--- config.mk ---
export PLATFORM = sky130hd
export DESIGN_NAME = stim_driver
export DESIGN_NICKNAME = d
export VERILOG_FILES = /design/src/rtl/stim_driver.sv
export SDC_FILE = /design/constraint.sdc
export NUM_CORES = 1
export LEC_CHECK = 0
export BUFFER_PORTS_ARGS = -buffer_cell sky130_fd_sc_hd__buf_4
export CAP_MARGIN = 30
export CORE_MARGIN = 5
export CORE_UTILIZATION = 45
export DETAILED_ROUTE_END_ITERATION = 10
export MAX_ROUTING_LAYER = met4
export PLACE_DENSITY = 0.74
export RECOVER_POWER = 50
export SLEW_MARGIN = 15
export SYNTH_ARGS = -nofsm -noshare
export SYNTH_HDL_FRONTEND = slang
export SYNTH_SLANG_ARGS = --single-unit
--- constraint.sdc ---
create_clock -name clk -period 4.8 [get_ports clk]
set_clock_uncertainty 0.2 [all_clocks]
set_input_delay 0.96 -clock clk [delete_from_list [all_inputs] [get_ports clk]]
set_output_delay 0.96 -clock clk [all_outputs]
set_load 0.03 [all_outputs]
--- src/rtl/stim_driver.sv ---
// stim_driver: steps a WIDTH-bit pattern counter across every input combination
// of a simple device, lets each pattern settle, then samples the synchronized
// device response and scores it against the expected inverter/buffer model.
//
// Timeline per pattern: SETTLE cycles in SETTLE, then one SAMPLE cycle.
// A full pass is therefore 2^WIDTH * (SETTLE+1) cycles from the first
// SETTLE cycle to done=1.
//
// There is no valid/ready handshake in this block. The start input is a
// level-sampled request. It only has an effect in IDLE or DONE. It is ignored
// while busy.
module stim_driver #(
    parameter int WIDTH  = 6,
    parameter int SETTLE = 16,
    parameter int INVERT = 1
) (
    input  logic             clk,
    input  logic             rst,
    input  logic             start,
    input  logic             loop,
    input  logic [WIDTH-1:0] sense,
    output logic [WIDTH-1:0] drive,
    output logic [WIDTH-1:0] expected,
    output logic             sample,
    output logic             busy,
    output logic             done,
    output logic             pass,
    output logic [7:0]       err_count,
    output logic [WIDTH-1:0] first_fail,
    output logic [1:0]       dbg_state
);

    typedef enum logic [1:0] {
        S_IDLE   = 2'd0,
        S_SETTLE = 2'd1,
        S_SAMPLE = 2'd2,
        S_DONE   = 2'd3
    } state_t;

    localparam logic [7:0]       SETTLE_LAST = 8'(SETTLE - 1);
    localparam logic [7:0]       ERR_MAX     = 8'hFF;
    localparam logic [WIDTH-1:0] ALL_ONES    = '1;

    state_t           state_q, state_d;
    logic [7:0]       cnt_q, cnt_d;
    logic [WIDTH-1:0] drive_q, drive_d;
    logic [7:0]       err_q, err_d;
    logic [WIDTH-1:0] ff_q, ff_d;
    logic [WIDTH-1:0] sync1_q, sync2_q;
    logic             mismatch;

    // Two-flop synchronizer: sense is asynchronous to clk, only sync2_q is used.
    always_ff @(posedge clk or negedge rst) begin
        if (!rst) begin
            sync1_q <= '0;
            sync2_q <= '0;
        end else begin
            sync1_q <= sense;
            sync2_q <= sync1_q;
        end
    end

    // State, pattern, settle counter and scoring registers.
    always_ff @(posedge clk or negedge rst) begin
        if (!rst) begin
            state_q <= S_IDLE;
            cnt_q   <= '0;
            drive_q <= '0;
            err_q   <= '0;
            ff_q    <= '0;
        end else begin
            state_q <= state_d;
            cnt_q   <= cnt_d;
            drive_q <= drive_d;
            err_q   <= err_d;
            ff_q    <= ff_d;
        end
    end

    // The response model has zero latency: it follows the registered drive value.
    assign expected = (INVERT != 0) ? ~drive_q : drive_q;
    assign mismatch = (sync2_q != expected);

    // Next-state logic: settle, sample/score, advance or wrap, finish.
    always_comb begin
        state_d = state_q;
        cnt_d   = cnt_q;
        drive_d = drive_q;
        err_d   = err_q;
        ff_d    = ff_q;
        case (state_q)
            S_IDLE, S_DONE: begin
                if (start) begin
                    state_d = S_SETTLE;
                    cnt_d   = '0;
                    drive_d = '0;
                    err_d   = '0;
                    ff_d    = '0;
                end
            end
            S_SETTLE: begin
                cnt_d = cnt_q + 8'd1;
                if (cnt_q == SETTLE_LAST) begin
                    state_d = S_SAMPLE;
                end
            end
            S_SAMPLE: begin
                // Only the first mismatch since start is remembered. The
                // error count sticks at its maximum.
                if (mismatch) begin
                    if (err_q == 8'd0) begin
                        ff_d = drive_q;
                    end
                    if (err_q != ERR_MAX) begin
                        err_d = err_q + 8'd1;
                    end
                end
                if (drive_q != ALL_ONES) begin
                    drive_d = drive_q + WIDTH'(1);
                    cnt_d   = '0;
                    state_d = S_SETTLE;
                end else if (loop) begin
                    // Loop is only looked at here, in the last sample of a pass.
                    drive_d = '0;
                    cnt_d   = '0;
                    state_d = S_SETTLE;
                end else begin
                    state_d = S_DONE;
                end
            end
            default: begin
                state_d = S_IDLE;
            end
        endcase
    end

    assign drive      = drive_q;
    assign sample     = (state_q == S_SAMPLE);
    assign busy       = (state_q == S_SETTLE) || (state_q == S_SAMPLE);
    assign done       = (state_q == S_DONE);
    assign pass       = (state_q == S_DONE) && (err_q == 8'd0);
    assign err_count  = err_q;
    assign first_fail = ff_q;
    assign dbg_state  = state_q;

endmodule

==> results.sh <==
export IMPL_startpoint="err_count[0]"
export IMPL_nets=277
export IMPL_htree_levels=2
export IMPL_startpoint_type="register"
export IMPL_grt_pass1_vias=1643
export IMPL_crit_arrival_ns=1.97
export IMPL_worstPathRequired_ns=3.64
export IMPL_io_pins=42
export IMPL_status="finished, violations left"
export IMPL_cap_violations=1
export IMPL_drc_errors=0
export IMPL_cts_sinks=42
export IMPL_hold_start="sync1_q[3]"
export IMPL_dr_pass1_iters=4
export IMPL_period_share=0.652
export IMPL_rsz0062_at_grt="false"
export IMPL_synth_edf_count=0
export IMPL_synth_top_area_cell="dfrtp_1"
export IMPL_stdcell_area_sq_mm=0.00263
export IMPL_hold_class="reg -> reg"
export IMPL_endpoint_kind="output pin"
export IMPL_syn_inst=216
export IMPL_hold_ws_ns=0.152
export IMPL_yosys_cell_types_count=42
export IMPL_grt_remaining_overflow=0
export IMPL_yosysWarnings=0
export IMPL_async_flop_share=1.00
export IMPL_drtIter0Drc=132
export IMPL_cts_resized=0
export IMPL_die_y_microns=79.0
export IMPL_num_rows=25
export IMPL_place_gp_congestion=0.881
export IMPL_finalSetupViolations=0
export IMPL_leakage_uw=0.00125
export IMPL_clock_latency_ns=0.30
export IMPL_synth_area_per_cell_sq_um=9.91
export IMPL_final_hold_violation_count=0
export IMPL_cts_post_setup_buffers_inserted=0
export IMPL_cp_max_fo=5
export IMPL_grt_max_degree=43
export IMPL_totalWireLength_mm=4.57
export IMPL_hold_buffers=0
export IMPL_num_antenna_cells=0
export IMPL_slew_violations=43
export IMPL_wl_per_cell_microns=14.6
export IMPL_grt_pass1_wl_mm=7.60
export IMPL_power_density_mw_per_mm2=452
export IMPL_final_layout_size_suffix_gt1_frac=0.212
export IMPL_die_w_microns=79.0
export IMPL_place_area_sq_mm=0.00250
export IMPL_cts_buffer_depth=2
export IMPL_synth_area_leaders="dfrtp_1, nand2_1, o21ai_0, ha_1, nand3_1"
export IMPL_tns_ns=0
export IMPL_synth_most_common_cell="dfrtp_1"
export IMPL_power_uw=1190
export IMPL_antenna_found_initial=0
export IMPL_yosys_area_top_type_share=0.491
export IMPL_criticalPathCategory="reg -> out"
export IMPL_synthesis_nets=234
export IMPL_synthTopCellsByCount="dfrtp_1, nand2_1, o21ai_0"
export IMPL_worst_pin_slew_ns=2.16
export IMPL_max_freq_mhz=320
export IMPL_dpl_hpwl_mm=3.25
export IMPL_root_buffer="clkbuf_8"
export IMPL_die_area_sq_mm=0.00624
export IMPL_pre_cts_ws_ns=1.80
export IMPL_cts_tree="done"
export IMPL_violations="max-capacitance violations, max-slew violations"
export IMPL_ys_seq_elements=42
export IMPL_rr_startpoint="dbg_state[0]"
export IMPL_clk_transition_reported_paths_ns=0.08
export IMPL_start_util=0.459
export IMPL_synth_ff_type="dfrtp_1"
export IMPL_core_area_sq_mm=0.00466
export IMPL_cts_inserted_buffers=5
export IMPL_portBuffers=41
export IMPL_area_growth_syn_to_layout_pct=22.7
export IMPL_vias=1730
export IMPL_synth_area_sq_mm=0.00214
export IMPL_finalCriticalPeriod_ns=3.13
export IMPL_drtAntennaViolNets=0
export IMPL_ir_drop_mv=0.296
export IMPL_slew_headroom=-0.438
export IMPL_seq_area_frac_synth=0.491
export IMPL_vias_per_cell=5.51
export IMPL_worst_slack_ns=1.67
export IMPL_track_usage=0.161
-- final cells by class --
cell class,instances,area [sq um]
fill,417,2030
sequential,42,1050
multi-input combinational,153,1010
timing repair buffer,42,300
clock buffer,6,82.6
tap,54,67.6
clock inverter,2,60.1
inverter,15,56.3
-- cells by family after synthesis --
| kind of cell | count (synthesis) | synth area share |
|---|---|---|
| compound gates | 48 | 0.158 |
| xor+xnor | 6 | 0.0245 |
| flops | 42 | 0.491 |
| simple gates | 84 | 0.207 |
| buf+inv | 21 | 0.0374 |
| mux | 7 | 0.0351 |
| fa+ha+maj | 8 | 0.0468 |
-- power breakdown --
part           total (uW)  leakage [uW]  switching (uW)  internal (uW)
Sequential            415      0.000553            32.2            382
Combinational         424      0.000622             283            142
Clock                 350     0.0000714             128            222
-- stage by stage --
stage,instances,utilization
6_report,314,0.564
5_1_grt,314,0.564
4_1_cts,314,0.567
3_5_place_dp,306,0.536
3_3_place_gp,306,0.536
2_1_floorplan,216,-
-- layout by cell type (no fill, tap or decap), types with 5 or more instances in the layout --
cell type	n
dfrtp_1	42
clkbuf_4	6
nand2_1	31
mux2i_1	6
o31ai_1	5
and3_1	5
nand3_1	13
ha_1	8
o21ai_0	22
xor2_1	6
nor2_1	7
clkbuf_8	6
inv_1	15
buf_4	32
-- final timing paths --
check	to	slack, ns	depth (start not counted)
max in group asynchronous	dbg_state[1]	2.09	1
hold reg to reg	sync2_q[3]	0.15	0
hold / removal	sync2_q[3]	0.15	0
setup reg to reg	err_count[3]	1.78	6
min in group asynchronous	drive[2]	1.08	1
setup / recovery	pass	1.67	6
-- registers in the layout, indices dropped and copies added, names as in the netlist --
signal      flops
sync2_q         6
dbg_state       2
sync1_q         6
err_count       8
drive           6
cnt_q           8
first_fail      6
-- critical path, cell delays in order (launching register included) --
cell	delay, ns
dfrtp_1	0.43
inv_1	0.11
ha_1	0.14
or4b_4	0.47
nor4_1	0.20
and2_1	0.17
buf_4	0.15
-- routing by layer --
metal | track usage | share of wire | vias to the layer above
li1 | - | - | 855
met1 | 0.204 | 0.46 | 825
met2 | 0.250 | 0.47 | 43
met3 | 0.0351 | 0.051 | 7
met4 | 0.0670 | 0.018 | 0
met5 | - | 0 | -
Note: power is estimated with default switching activity, not from simulation.
